### src/rtl/lcd8080_pkg.sv
// Shared opcodes, sequencer states and panel defaults for the 8080-bus LCD command sequencer.
package lcd8080_pkg;

  localparam int H_RES_DEF = 480;
  localparam int V_RES_DEF = 272;

  localparam logic [7:0] OP_NOP     = 8'h00;
  localparam logic [7:0] OP_SWRESET = 8'h01;
  localparam logic [7:0] OP_CASET   = 8'h2A;
  localparam logic [7:0] OP_PASET   = 8'h2B;
  localparam logic [7:0] OP_RAMWR   = 8'h2C;

  typedef enum logic [1:0] {
    ST_IDLE  = 2'd0,
    ST_PARAM = 2'd1,
    ST_MEMWR = 2'd2
  } state_e;

  function automatic logic [9:0] clamp_coord(input logic [15:0] v, input logic [15:0] vmax);
    return (v > vmax) ? vmax[9:0] : v[9:0];
  endfunction

endpackage

### src/rtl/j80_sync_edge.sv
// Two-flop synchronisers for the 8080 bus and a WRn rising-edge detector that captures RS/Din.
module j80_sync_edge (
  input  logic       clk,
  input  logic       rst_n,
  input  logic       wr_n,
  input  logic       rd_n,
  input  logic       rs,
  input  logic [7:0] din,
  output logic       wr_rise,
  output logic       wr_rs,
  output logic [7:0] wr_din,
  output logic       rd_n_s,
  output logic       rs_s
);

  logic [1:0] wr_sync_q;
  logic [1:0] rd_sync_q;
  logic [1:0] rs_sync_q;
  logic [7:0] din_s1_q;
  logic [7:0] din_s2_q;
  logic       wr_prev_q;
  logic       rise_q, rise_d;
  logic       cap_rs_q, cap_rs_d;
  logic [7:0] cap_din_q, cap_din_d;

  // RS/Din travel through the same two stages as WRn, so they line up with the detected edge.
  always_comb begin
    rise_d    = wr_sync_q[1] & ~wr_prev_q;
    cap_rs_d  = rise_d ? rs_sync_q[1] : cap_rs_q;
    cap_din_d = rise_d ? din_s2_q : cap_din_q;
  end

  always_ff @(posedge clk or negedge rst_n) begin
    if (!rst_n) begin
      wr_sync_q <= 2'b11;
      rd_sync_q <= 2'b11;
      rs_sync_q <= 2'b00;
      din_s1_q  <= 8'h00;
      din_s2_q  <= 8'h00;
      wr_prev_q <= 1'b1;
      rise_q    <= 1'b0;
      cap_rs_q  <= 1'b0;
      cap_din_q <= 8'h00;
    end else begin
      wr_sync_q <= {wr_sync_q[0], wr_n};
      rd_sync_q <= {rd_sync_q[0], rd_n};
      rs_sync_q <= {rs_sync_q[0], rs};
      din_s1_q  <= din;
      din_s2_q  <= din_s1_q;
      wr_prev_q <= wr_sync_q[1];
      rise_q    <= rise_d;
      cap_rs_q  <= cap_rs_d;
      cap_din_q <= cap_din_d;
    end
  end

  assign wr_rise = rise_q;
  assign wr_rs   = cap_rs_q;
  assign wr_din  = cap_din_q;
  assign rd_n_s  = rd_sync_q[1];
  assign rs_s    = rs_sync_q[1];

endmodule

### src/rtl/lcd8080_cmd_seq.sv
// 8080-bus LCD command sequencer: decodes window/memory-write commands and emits RGB565 pixels
// with X/Y coordinates that scan the programmed column/page window.
module lcd8080_cmd_seq
  import lcd8080_pkg::*;
#(
  parameter int H_RES = H_RES_DEF,
  parameter int V_RES = V_RES_DEF
) (
  input  logic        CLK,
  input  logic        nRST,
  input  logic        J80_WRn,
  input  logic        J80_RDn,
  input  logic        J80_RS,
  input  logic [7:0]  J80_Din,
  output logic [7:0]  J80_Dout,
  output logic        J80_Doe,
  input  logic        FIFO_FULL,
  output logic        PIX_WE,
  output logic [15:0] PIX_DATA,
  output logic [9:0]  PIX_X,
  output logic [9:0]  PIX_Y,
  output logic        FRAME_START,
  output logic [1:0]  dbg_state
);

  localparam logic [15:0] H_MAX  = 16'(H_RES - 1);
  localparam logic [15:0] V_MAX  = 16'(V_RES - 1);
  localparam logic [9:0]  H_LAST = H_MAX[9:0];
  localparam logic [9:0]  V_LAST = V_MAX[9:0];

  logic       wr_rise, wr_rs, rd_n_s, rs_s;
  logic [7:0] wr_din;

  j80_sync_edge u_sync (
    .clk     (CLK),
    .rst_n   (nRST),
    .wr_n    (J80_WRn),
    .rd_n    (J80_RDn),
    .rs      (J80_RS),
    .din     (J80_Din),
    .wr_rise (wr_rise),
    .wr_rs   (wr_rs),
    .wr_din  (wr_din),
    .rd_n_s  (rd_n_s),
    .rs_s    (rs_s)
  );

  logic       byte_vld_q, byte_rs_q;
  logic [7:0] byte_din_q;

  state_e      state_q, state_d;
  logic        sel_page_q, sel_page_d;
  logic [1:0]  pcnt_q, pcnt_d;
  logic [23:0] pbuf_q, pbuf_d;
  logic [9:0]  col_s_q, col_s_d, col_e_q, col_e_d;
  logic [9:0]  page_s_q, page_s_d, page_e_q, page_e_d;
  logic [9:0]  x_q, x_d, y_q, y_d;
  logic        hi_phase_q, hi_phase_d;
  logic [7:0]  hi_byte_q, hi_byte_d;
  logic        ovf_q, ovf_d;
  logic        pix_we_q, pix_we_d;
  logic [15:0] pix_data_q, pix_data_d;
  logic [9:0]  pix_x_q, pix_x_d, pix_y_q, pix_y_d;
  logic        frame_start_q, frame_start_d;
  logic [7:0]  dout_q, dout_d;

  logic [15:0] lim_max;
  logic [9:0]  cl_s, cl_e;

  // Window commit happens on the 4th parameter byte; the first three sit in pbuf.
  always_comb begin
    lim_max = sel_page_q ? V_MAX : H_MAX;
    cl_s    = clamp_coord(pbuf_q[23:8], lim_max);
    cl_e    = clamp_coord({pbuf_q[7:0], byte_din_q}, lim_max);
    if (cl_e < cl_s) cl_e = cl_s;
  end

  always_comb begin
    state_d       = state_q;
    sel_page_d    = sel_page_q;
    pcnt_d        = pcnt_q;
    pbuf_d        = pbuf_q;
    col_s_d       = col_s_q;
    col_e_d       = col_e_q;
    page_s_d      = page_s_q;
    page_e_d      = page_e_q;
    x_d           = x_q;
    y_d           = y_q;
    hi_phase_d    = hi_phase_q;
    hi_byte_d     = hi_byte_q;
    ovf_d         = ovf_q;
    pix_we_d      = 1'b0;
    pix_data_d    = pix_data_q;
    pix_x_d       = pix_x_q;
    pix_y_d       = pix_y_q;
    frame_start_d = 1'b0;
    dout_d        = {ovf_q, (state_q == ST_MEMWR), FIFO_FULL, 5'b00000};

    if (byte_vld_q) begin
      if (!byte_rs_q) begin
        state_d = ST_IDLE;
        case (byte_din_q)
          OP_NOP: ;
          OP_SWRESET: begin
            sel_page_d = 1'b0;
            pcnt_d     = 2'd0;
            pbuf_d     = 24'h0;
            col_s_d    = 10'd0;
            col_e_d    = H_LAST;
            page_s_d   = 10'd0;
            page_e_d   = V_LAST;
            x_d        = 10'd0;
            y_d        = 10'd0;
            hi_phase_d = 1'b1;
            hi_byte_d  = 8'h00;
            ovf_d      = 1'b0;
            pix_data_d = 16'h0000;
            pix_x_d    = 10'd0;
            pix_y_d    = 10'd0;
            dout_d     = 8'h00;
          end
          OP_CASET, OP_PASET: begin
            state_d    = ST_PARAM;
            sel_page_d = (byte_din_q == OP_PASET);
            pcnt_d     = 2'd0;
          end
          OP_RAMWR: begin
            state_d       = ST_MEMWR;
            x_d           = col_s_q;
            y_d           = page_s_q;
            hi_phase_d    = 1'b1;
            frame_start_d = 1'b1;
          end
          default: ;
        endcase
      end else begin
        case (state_q)
          ST_PARAM: begin
            if (pcnt_q == 2'd3) begin
              state_d = ST_IDLE;
              if (sel_page_q) begin
                page_s_d = cl_s;
                page_e_d = cl_e;
              end else begin
                col_s_d = cl_s;
                col_e_d = cl_e;
              end
            end else begin
              pbuf_d = {pbuf_q[15:0], byte_din_q};
              pcnt_d = pcnt_q + 2'd1;
            end
          end
          ST_MEMWR: begin
            if (hi_phase_q) begin
              hi_byte_d  = byte_din_q;
              hi_phase_d = 1'b0;
            end else begin
              hi_phase_d = 1'b1;
              pix_data_d = {hi_byte_q, byte_din_q};
              pix_x_d    = x_q;
              pix_y_d    = y_q;
              // A full FIFO drops the pixel but the scan position still moves on.
              if (FIFO_FULL) ovf_d = 1'b1;
              else pix_we_d = 1'b1;
              if (x_q < col_e_q) begin
                x_d = x_q + 10'd1;
              end else begin
                x_d = col_s_q;
                y_d = (y_q == page_e_q) ? page_s_q : y_q + 10'd1;
              end
            end
          end
          default: ;
        endcase
      end
    end
  end

  always_ff @(posedge CLK or negedge nRST) begin
    if (!nRST) begin
      byte_vld_q    <= 1'b0;
      byte_rs_q     <= 1'b0;
      byte_din_q    <= 8'h00;
      state_q       <= ST_IDLE;
      sel_page_q    <= 1'b0;
      pcnt_q        <= 2'd0;
      pbuf_q        <= 24'h0;
      col_s_q       <= 10'd0;
      col_e_q       <= H_LAST;
      page_s_q      <= 10'd0;
      page_e_q      <= V_LAST;
      x_q           <= 10'd0;
      y_q           <= 10'd0;
      hi_phase_q    <= 1'b1;
      hi_byte_q     <= 8'h00;
      ovf_q         <= 1'b0;
      pix_we_q      <= 1'b0;
      pix_data_q    <= 16'h0000;
      pix_x_q       <= 10'd0;
      pix_y_q       <= 10'd0;
      frame_start_q <= 1'b0;
      dout_q        <= 8'h00;
    end else begin
      byte_vld_q    <= wr_rise;
      byte_rs_q     <= wr_rs;
      byte_din_q    <= wr_din;
      state_q       <= state_d;
      sel_page_q    <= sel_page_d;
      pcnt_q        <= pcnt_d;
      pbuf_q        <= pbuf_d;
      col_s_q       <= col_s_d;
      col_e_q       <= col_e_d;
      page_s_q      <= page_s_d;
      page_e_q      <= page_e_d;
      x_q           <= x_d;
      y_q           <= y_d;
      hi_phase_q    <= hi_phase_d;
      hi_byte_q     <= hi_byte_d;
      ovf_q         <= ovf_d;
      pix_we_q      <= pix_we_d;
      pix_data_q    <= pix_data_d;
      pix_x_q       <= pix_x_d;
      pix_y_q       <= pix_y_d;
      frame_start_q <= frame_start_d;
      dout_q        <= dout_d;
    end
  end

  assign J80_Doe     = ~rd_n_s & rs_s;
  assign J80_Dout    = dout_q;
  assign PIX_WE      = pix_we_q;
  assign PIX_DATA    = pix_data_q;
  assign PIX_X       = pix_x_q;
  assign PIX_Y       = pix_y_q;
  assign FRAME_START = frame_start_q;
  assign dbg_state   = state_q;

endmodule

### config.mk
export PLATFORM = sky130hd
export DESIGN_NAME = lcd8080_cmd_seq
export DESIGN_NICKNAME = d
export VERILOG_FILES = /design/src/rtl/lcd8080_pkg.sv /design/src/rtl/j80_sync_edge.sv /design/src/rtl/lcd8080_cmd_seq.sv
export SDC_FILE = /design/constraint.sdc
export NUM_CORES = 1
export LEC_CHECK = 0
export BUFFER_PORTS_ARGS = -buffer_cell sky130_fd_sc_hd__buf_2
export CELL_PAD_IN_SITES_DETAIL_PLACEMENT = 1
export CELL_PAD_IN_SITES_GLOBAL_PLACEMENT = 1
export CORE_UTILIZATION = 43
export DETAILED_ROUTE_END_ITERATION = 10
export MAX_ROUTING_LAYER = met4
export PLACE_DENSITY_LB_ADDON = 0.1
export SLEW_MARGIN = 20
export SYNTH_ARGS = -nofsm -noshare
export SYNTH_HDL_FRONTEND = slang
export SYNTH_HIERARCHICAL = 1
export SYNTH_SLANG_ARGS = --single-unit
### constraint.sdc
create_clock -name CLK -period 3.6 [get_ports CLK]
set_clock_uncertainty 0.1 [all_clocks]
set_input_delay 0.18 -clock CLK [delete_from_list [all_inputs] [get_ports CLK]]
set_output_delay 0.18 -clock CLK [all_outputs]
set_load 0.005 [all_outputs]
==> results_dict.tcl, run 1 <==
set metrics [dict create \
    outcome "finished, violations left" \
    violations "negative setup slack" \
    finalSetupViolCount 16 \
    setup_slack_ps -149 \
    slowest_stage "dfrtp_2" \
    rows 50 \
    startpoint_type "flop" \
    viasPerCell 5.61 \
    yosysSeqAreaShare 0.555 \
    cp_max_fo 9 \
    synthDistinctLibCells 68 \
    grt_pass1_vias 7151 \
    gr-total-overflow 0 \
    end_kind "flop" \
    slew_violations 0 \
    rsz0062_at_grt "true" \
    synth_top_cell_area_share 0.495 \
    min_period_ps 3750 \
    slowest_delay_ps 470 \
    io_pins 63 \
    gr-usage-all-layers 0.264 \
    hpwl_um 16800 \
    synth_top_cell_by_area "dfrtp_1" \
    grt_max_degree 85 \
    die_h_um 141 \
    gp_congestion 0.874 \
    start_util 0.442 \
    p_total_mw 5.92 \
    drt-wirelength-per-cell_um 20.6 \
    yosysWarnings 6 \
    pre_cts_ws_ps -308 \
    synthToLayoutAreaGrowth_pct 23.9 \
    leakage_nw 4.93 \
    irDropWorstVdd_mv 0.346 \
    clock_sinks 183 \
    required_ps 3830 \
    coreArea_mm2 0.0188 \
    filler_cell_count 2048 \
    max_freq_ghz 0.267 \
    synth-seq-cells 183 \
    cts_tree "done" \
    synth-edff-count 0 \
    largest_reg_flops 24 \
    synth.area.top_cells "dfrtp_1, dfstp_2, nand2_1" \
    fin_tns_setup_ps -916 \
    top_register "pbuf_q" \
    die_w_um 141 \
    clk_latency_ps 440 \
    crit_arrival_ps 3980 \
    fin_util 0.547 \
    crit_chain "ha_2, or3_1, a21oi_4, o21ai_4, nand2_2, o21a_1, inv_2, ha_4, and4_1, a221o_1, a221oi_2, o21ai_4, buf_12, nor3_2, a311oi_4" \
    cts_buffers 17 \
    hp-class "reg -> reg" \
    vias 6446 \
    drt-initial-drc-count 260 \
    nets 943 \
    layout-drive-gt1-share 0.282 \
    first_pass_iters 4 \
    worstSetupPathType "reg -> reg" \
    die_area_mm2 0.0198 \
    cts_htree_levels 4 \
    ant_nets 0 \
    max_slew.worst_pin.slew_ps 1070 \
    cp_common_cell "o21ai_4" \
    clk_pin_slew_ps 70 \
    slew-limit-headroom 0.288 \
    grt_pass1_wl_um 38800 \
    syn_area_mm2 0.00829 \
    min_period_over_period 1.04 \
    clock_path_buffers 2 \
    cap_violations 0 \
    n_antenna_cell 0 \
    antenna_found_initial 0 \
    synthArstFlopShare 1.00 \
    port-buffer-count 57 \
    cts_root_buf "clkbuf_16" \
    drc_errors 0 \
    wl_um 23700 \
    p_per_area_mw_per_mm2 576 \
    hold_violations 0 \
    avgSynthCellArea_um2 10.6 \
    synthCells 780 \
    yosys_most_used_dff "dfrtp_1" \
]
==> Yosys cell counts (2+ instances only) <==
| cell | n |
|---|---|
| buf_6 | 2 |
| clkbuf_1 | 26 |
| xor2_1 | 11 |
| o31ai_1 | 7 |
| buf_4 | 7 |
| o21ai_2 | 10 |
| a311oi_1 | 8 |
| nand3_1 | 60 |
| nand2b_1 | 6 |
| buf_2 | 3 |
| o22ai_1 | 4 |
| o311ai_0 | 2 |
| a21oi_1 | 22 |
| nor3b_1 | 3 |
| o21ai_0 | 54 |
| conb_1 | 2 |
| or4_4 | 2 |
| o211ai_1 | 4 |
| nor4_1 | 4 |
| a21o_1 | 8 |
| or3_1 | 4 |
| and4_1 | 4 |
| o21ai_1 | 9 |
| mux2_4 | 10 |
| or2_2 | 2 |
| and2_1 | 5 |
| buf_1 | 2 |
| a32oi_1 | 3 |
| dfstp_2 | 19 |
| nor3_1 | 15 |
| nand4_1 | 6 |
| nor2_1 | 49 |
| a31oi_1 | 2 |
| ha_1 | 27 |
| mux2i_1 | 11 |
| o21a_1 | 9 |
| nand2_1 | 91 |
| and3_1 | 8 |
| inv_1 | 32 |
| a22o_1 | 23 |
| xnor2_1 | 6 |
| dfrtp_1 | 164 |
| nor2b_1 | 8 |
| or4_1 | 2 |
==> layout by cell type, fill, tap and decap left out, drive strengths merged, types with 4 or more instances in the layout <==
master,synthesis,layout
and4,4,4
a311oi,8,8
dfrtp,164,164
mux2i,11,11
o31ai,7,7
ha,27,27
nand4,6,6
or4,4,4
inv,32,41
xor2,11,11
o21ai,74,74
buf,15,125
a22o,23,23
nor2b,9,9
a21oi,24,24
mux2,10,10
or3,4,4
nand2,92,92
dfstp,19,19
nand2b,6,6
xnor2,6,6
and2,5,5
and3,8,8
conb,2,7
nor4,6,6
nor3,16,16
clkbuf,26,19
o211ai,4,4
a21o,8,8
o22ai,4,4
dlygate4sd3,0,13
o21a,9,9
nand3,60,60
nor2,50,50
==> layout make-up <==
type | count | area [um2] | area share
clock buffer | 18 | 439 | 0.0428
timing repair buffer | 139 | 986 | 0.0960
multi-input combinational | 529 | 3670 | 0.358
tap | 234 | 293 | 0.0285
clock inverter | 14 | 155 | 0.0151
inverter | 32 | 120 | 0.0117
sequential | 183 | 4600 | 0.448
==> kinds of logic after synthesis <==
family,share of synthesized area
flops,0.555
simple gates,0.163
compound gates,0.150
buf+inv,0.0405
fa+ha+maj,0.0408
xor+xnor,0.0180
other cells,0.000906
mux,0.0314
==> worst paths after layout <==
path / startpoint / to / slack (ps) / cells past startpoint
setup reg to reg: sel_page_q$_DFFE_PN0P_ / col_e_q[2]$_DFFE_PN1P_ / -150 / 15
max in group asynchronous: nRST / u_sync/wr_sync_q[0]$_DFF_PN1_ / 2070 / 3
setup / recovery: sel_page_q$_DFFE_PN0P_ / col_e_q[2]$_DFFE_PN1P_ / -150 / 15
hold / removal: u_sync/wr_rise$_DFF_PN0_ / byte_vld_q$_DFF_PN0_ / 250 / 0
hold reg to reg: u_sync/wr_rise$_DFF_PN0_ / byte_vld_q$_DFF_PN0_ / 250 / 0
min in group asynchronous: nRST / PIX_X[7]$_DFFE_PN0P_ / 260 / 2
==> metal layers <==
metal | track usage | part of all wire
met5 | - | 0
met2 | 0.454 | 0.52
met4 | 0.102 | 0.025
met1 | 0.308 | 0.42
met3 | 0.0486 | 0.027
==> what timing repair did <==
action,4_1_cts,5_1_grt
cloned,0,1
hold endpoints to repair,89,0
buffers inserted,9,0
hold buffers,13,0
pin swaps,14,7
setup endpoints to repair,18,18
resized for setup,37,17
==> metrics by stage <==
| stage | cell area, um2 | instances | hold slack (ps) |
|---|---|---|---|
| 2_1_floorplan | 8320 | 785 | -216 |
| 5_1_grt | 10300 | 1149 | 260 |
| 6_report | 10300 | 1149 | 251 |
| 3_5_place_dp | 9160 | 1096 | 177 |
| 4_1_cts | 10100 | 1148 | 256 |
| 3_3_place_gp | 9160 | 1096 | 167 |
==> power breakdown <==
group          switching [mW]  leakage [nW]  internal, mW
Combinational           0.766          2.30         0.654
Clock                   0.897         0.291          1.01
Sequential              0.253          2.34          2.34
==> critical path, delay by kind of cell, from the launching register on <==
kind,cells,cell delay (ps)
AO/OA/AOI/OAI,7,1420
adder cells (fa/ha/maj),2,440
buffers and inverters,2,260
flip-flops,1,470
AND/OR/NAND/NOR,4,960
Note: power is estimated with default switching activity, not from simulation.
==> run 2, diff against run 1 <==
--- a/config.mk
+++ b/config.mk
@@ -9,4 +9,5 @@
 export CELL_PAD_IN_SITES_DETAIL_PLACEMENT = 1
 export CELL_PAD_IN_SITES_GLOBAL_PLACEMENT = 1
+export CORE_ASPECT_RATIO = 1.5
 export CORE_UTILIZATION = 43
 export DETAILED_ROUTE_END_ITERATION = 10
==> constraint.sdc (replaced) <==
create_clock -name CLK -period 3.6 [get_ports CLK]
set_clock_uncertainty 0.1 [all_clocks]
set_input_delay 0.18 -clock CLK [delete_from_list [all_inputs] [get_ports CLK]]
set_output_delay 0.18 -clock CLK [all_outputs]
set_load 0.1 [all_outputs]
==> run 2 against run 1 <==
  * The run still ends with negative setup slack left
  * First-iteration DRC count up 20%
  * Non-clock buffer count increased by 1
  * Count of clock-buffer cells in the layout down 1
  * Design area is 1.2% higher
  * Worst hold slack better by 1.5 ps
  * Register-to-register slack gained 50 ps
  * Worst setup slack better by 48 ps
  * Die area about the same
  * Critical path depth decreased by 1
  * Cell count up 1.7%
==> results_dict.tcl, run 2 (synthesized netlist as in run 1, its figures left out) <==
set metrics [dict create \
    outcome "finished, violations left" \
    violations "negative setup slack" \
    die_h_um 172 \
    nets 944 \
    startpoint_type "flop" \
    p_total_mw 6.68 \
    cts_root_buf "clkbuf_16" \
    crit_arrival_ps 3980 \
    end_kind "flop" \
    filler_cell_count 1999 \
    slew-limit-headroom 0.351 \
    cap_violations 0 \
    ff2ff_setup_slack_ps -100 \
    top_register "pbuf_q" \
    drt-initial-drc-count 312 \
    finalSetupViolCount 17 \
    required_ps 3880 \
    min_period_ps 3700 \
    worstSetupPathType "reg -> reg" \
    die_area_mm2 0.0198 \
    gr-total-overflow 0 \
    cts_htree_levels 4 \
    leakage_nw 4.91 \
    wl_um 24600 \
    final_common_cell "dfrtp_1" \
    rows 61 \
    slew_violations 0 \
    viasPerCell 5.58 \
    antenna_found_initial 0 \
    hold_end "byte_vld_q$_DFF_PN0_" \
    ant_nets 0 \
    placed_area_mm2 0.00913 \
    place_inst 1106 \
    min_period_over_period 1.03 \
    max_slew.worst_pin.slew_ps 974 \
    hpwl_um 17200 \
    clk_pin_slew_ps 70 \
    n_antenna_cell 0 \
    setup_slack_ps -101 \
    start_util 0.443 \
    min_from "u_sync/wr_rise$_DFF_PN0_" \
    reg2reg_to "page_e_q[8]$_DFFE_PN1P_" \
    gr-usage-all-layers 0.278 \
    die_w_um 115 \
    largest_reg_flops 24 \
    r2r_cells 14 \
    vias 6519 \
    grt_pass1_vias 7197 \
    hold_violations 0 \
    hp-class "reg -> reg" \
    drt-wirelength-per-cell_um 21.1 \
    min_path_cells 0 \
    cts_buffers 17 \
    clock_sinks 183 \
    layout-drive-gt1-share 0.293 \
    p_per_area_mw_per_mm2 642 \
    irDropWorstVdd_mv 0.478 \
    clk_latency_ps 450 \
    drc_errors 0 \
    coreArea_mm2 0.0187 \
    grt_pass1_wl_um 39700 \
    final_area_mm2 0.0104 \
    stdcell_count 1168 \
    cts_tree "done" \
    gp_congestion 0.884 \
    synthToLayoutAreaGrowth_pct 25.4 \
    clock_path_buffers 2 \
    max_freq_ghz 0.270 \
    cp_max_fo 8 \
    r2r-start "sel_page_q$_DFFE_PN0P_" \
    io_pins 63 \
    mostFrequentLayoutCells "dfrtp_1, nand2_1, buf_4" \
    first_pass_iters 4 \
    grt_max_degree 184 \
    port-buffer-count 57 \
    fin_tns_setup_ps -869 \
    rsz0062_at_grt "true" \
]
-- run 2: cell types whose count changed in the layout (fill, tap and decap cells not counted), moves of 3 or more --
| cell | delta |
|---|---|
| buf_6 | +3 |
| ha_1 | -3 |
| ha_4 | +5 |
| inv_6 | +6 |
| inv_8 | -5 |
| nor3_2 | -5 |
| nor3_4 | +5 |
-- run 2: repair_timing --
| item | CTS | global route |
|---|---|---|
| setup buffers | 14 | 3 |
| gates cloned | 0 | 1 |
| hold endpoints to repair | 178 | 0 |
| hold buffers | 13 | 0 |
| endpoints found under the setup margin | 18 | 18 |
| pin swaps | 21 | 14 |
| resized for setup | 47 | 33 |
-- run 2: worst max-delay path by stage --
stage	slack [ps]	start	endpoint	cells after the start
floorplan	7	sel_page_q$_DFFE_PN0P_	page_e_q[8]$_DFFE_PN1P_	15
global placement	-150	sel_page_q$_DFFE_PN0P_	page_e_q[8]$_DFFE_PN1P_	13
detailed placement	-340	sel_page_q$_DFFE_PN0P_	page_e_q[0]$_DFFE_PN1P_	13
CTS	-50	sel_page_q$_DFFE_PN0P_	page_e_q[8]$_DFFE_PN1P_	14
global route	-220	sel_page_q$_DFFE_PN0P_	page_e_q[7]$_DFFE_PN0P_	15
finish	-100	sel_page_q$_DFFE_PN0P_	page_e_q[8]$_DFFE_PN1P_	14
-- run 2: power breakdown --
part	internal [mW]	switching (mW)	total (mW)
logic	0.699	1.52	2.22
clock network	0.980	0.886	1.87
registers	2.34	0.255	2.59
-- run 2: critical path, cell delays in order, from the launching register on --
cell      delay, ps
dfrtp_2         530
ha_4            200
or3_4           390
a21oi_4         160
o21ai_2         110
buf_6           160
buf_6           110
nor2_4           90
ha_4            210
and4_1          210
a221o_1         330
a221oi_2        340
o21ai_4         180
mux2_4          340
a31oi_1         140
-- run 2: final cells by class --
cell class | count | area (um2) | share of cell area
multi-input combinational | 529 | 3790 | 0.365
tap | 252 | 315 | 0.0303
clock buffer | 17 | 425 | 0.0409
inverter | 32 | 120 | 0.0116
timing repair buffer | 140 | 982 | 0.0945
sequential | 183 | 4600 | 0.443
clock inverter | 15 | 154 | 0.0148
-- run 2: metal layers --
| layer | part of all wire | wire length [um] | GRT usage | vias up |
|---|---|---|---|---|
| met5 | 0 | 0 | - | - |
| met4 | 0.036 | 898 | 0.126 | 0 |
| met3 | 0.020 | 504 | 0.0435 | 51 |
| met2 | 0.56 | 13700 | 0.505 | 108 |
| met1 | 0.39 | 9520 | 0.294 | 3358 |
| li1 | - | - | - | 3002 |
-- run 2: metrics by stage --
| stage | hold WS (ps) | utilization | setup slack [ps] |
|---|---|---|---|
| after floorplan | -216 | - | 6.77 |
| after global placement | 187 | 0.488 | -153 |
| after detailed placement | 186 | 0.488 | -341 |
| after CTS | 251 | 0.545 | -47.6 |
| after global routing | 255 | 0.556 | -225 |
| final | 252 | 0.556 | -101 |
==> run 3, diff against run 2 <==
- TNS_END_PERCENT: default -> 50
==> run 3 against run 2 <==
  * The run still ends with negative setup slack left
  * Sequential power about the same
  * Non-clock buffer count unchanged
  * Die area did not move
  * Worst hold slack is essentially flat
  * Power about the same
  * Routed wire length is 0.25% higher
  * Global-route usage did not move
  * Worst setup slack gained 2.8 ps
  * Largest cell class unchanged
==> results_dict.tcl, run 3 (synthesized netlist as in run 1, its figures left out) <==
set metrics [dict create \
    hold_violations 0 \
    vias 6509 \
    multi_input_area_mm2 0.00378 \
    clock_path_buffers 2 \
    antenna_found_initial 0 \
    slew-limit-headroom 0.352 \
    p_per_area_mw_per_mm2 643 \
    min_path_cells 0 \
    cts_tree "done" \
    crit_arrival_ps 3970 \
    rows 61 \
    synthToLayoutAreaGrowth_pct 25.3 \
    max_slew.worst_pin.slew_ps 972 \
    coreArea_mm2 0.0187 \
    min_period_ps 3700 \
    r2r-start "sel_page_q$_DFFE_PN0P_" \
    filler_cell_count 1999 \
    first_pass_iters 4 \
    startpoint_type "flop" \
    cap_violations 0 \
    ant_nets 0 \
    area.sequential_mm2 0.00460 \
    max_freq_ghz 0.270 \
    start_util 0.443 \
    cts_root_buf "clkbuf_16" \
    required_ps 3880 \
    hpwl_um 17200 \
    cp_max_fo 8 \
    setup_slack_ps -98.6 \
    drc_errors 0 \
    grt_pass1_wl_um 39700 \
    slew_violations 0 \
    wl_um 24700 \
    cts_buffers 17 \
    hold_end "byte_vld_q$_DFF_PN0_" \
    clock_sinks 183 \
    end_kind "flop" \
    finalSetupViolCount 17 \
    hp-class "reg -> reg" \
    violations "negative setup slack" \
    drt-wirelength-per-cell_um 21.1 \
    worstSetupPathType "reg -> reg" \
    final_common_cell "dfrtp_1" \
    layout-drive-gt1-share 0.293 \
    gr-usage-all-layers 0.278 \
    nets 944 \
    min_from "u_sync/wr_rise$_DFF_PN0_" \
    largest_reg_flops 24 \
    drt-initial-drc-count 315 \
    port-buffer-count 57 \
    gr-total-overflow 0 \
    leakage_nw 4.91 \
    clk_pin_slew_ps 70 \
    die_w_um 115 \
    gp_congestion 0.884 \
    whs_ps 253 \
    rsz0062_at_grt "true" \
    die_h_um 172 \
    stdcell_count 1168 \
    reg2reg_to "page_e_q[8]$_DFFE_PN1P_" \
    top_register "pbuf_q" \
    r2r_cells 14 \
    cts_htree_levels 4 \
    min_period_over_period 1.03 \
    outcome "finished, violations left" \
    grt_max_degree 184 \
    place_inst 1106 \
    irDropWorstVdd_mv 0.478 \
    die_area_mm2 0.0198 \
    grt_pass1_vias 7197 \
    viasPerCell 5.57 \
    ff2ff_setup_slack_ps -100 \
    mostFrequentLayoutCells "dfrtp_1, nand2_1, buf_4" \
    n_antenna_cell 0 \
    clk_latency_ps 450 \
    io_pins 63 \
]
==> run 3: per-stage QoR <==
step	cell area, um2	util	TNS [ps]	worst slack, ps	power [mW]
after global routing	10400	0.555	-3080	-222	6.98
after CTS	10200	0.545	-324	-47.6	6.60
final	10400	0.555	-851	-98.6	6.68
after global placement	9130	0.488	-1950	-153	4.51
after detailed placement	9130	0.488	-4710	-341	4.59
after floorplan	8320	-	0	6.77	4.00
==> run 3: what timing repair did <==
item | CTS | global route
setup endpoints to repair | 18 | 18
cloned | 0 | 1
setup buffers | 14 | 3
pin swaps | 21 | 14
endpoints found under the hold margin | 178 | 0
resized for setup | 47 | 31
hold buffers | 13 | 0
==> run 3: metal layers <==
metal | global-route usage | wire length, um | up-vias
li1 | - | - | 2999
met1 | 0.294 | 9570 | 3353
met3 | 0.0435 | 508 | 47
met4 | 0.126 | 884 | 0
met2 | 0.505 | 13700 | 110
met5 | - | 0 | -
==> run 3: critical path, stage by stage, from the launching register on <==
cell	delay [ps]
dfrtp_2	530
ha_4	200
or3_4	390
a21oi_4	160
o21ai_2	110
buf_6	160
buf_6	110
nor2_4	90
ha_4	210
and4_1	210
a221o_1	330
a221oi_2	340
o21ai_4	190
mux2_4	350
a31oi_1	140
==> run 3: report_power, final <==
group	internal, mW	switching (mW)	leakage [nW]	total [mW]
Clock	0.980	0.887	0.277	1.87
Combinational	0.698	1.52	2.30	2.21
Sequential	2.34	0.256	2.34	2.59
Total	4.02	2.66	4.91	6.68
==> run 3: how the worst max path moves through the flow <==
stage                                 startpoint                 endpoint  depth (start not counted)
after floorplan           sel_page_q$_DFFE_PN0P_  page_e_q[8]$_DFFE_PN1P_                         15
after global placement    sel_page_q$_DFFE_PN0P_  page_e_q[8]$_DFFE_PN1P_                         13
after detailed placement  sel_page_q$_DFFE_PN0P_  page_e_q[0]$_DFFE_PN1P_                         13
after CTS                 sel_page_q$_DFFE_PN0P_  page_e_q[8]$_DFFE_PN1P_                         14
after global routing      sel_page_q$_DFFE_PN0P_  page_e_q[7]$_DFFE_PN0P_                         15
final                     sel_page_q$_DFFE_PN0P_  page_e_q[8]$_DFFE_PN1P_                         14
==> run 3: cell type report <==
| cell class | instances | area share |
|---|---|---|
| Multi-Input combinational cell | 529 | 0.364 |
| Inverter | 32 | 0.0116 |
| Clock buffer | 17 | 0.0410 |
| Tap cell | 252 | 0.0304 |
| Timing Repair Buffer | 140 | 0.0946 |
| Sequential cell | 183 | 0.443 |
| Clock inverter | 15 | 0.0148 |
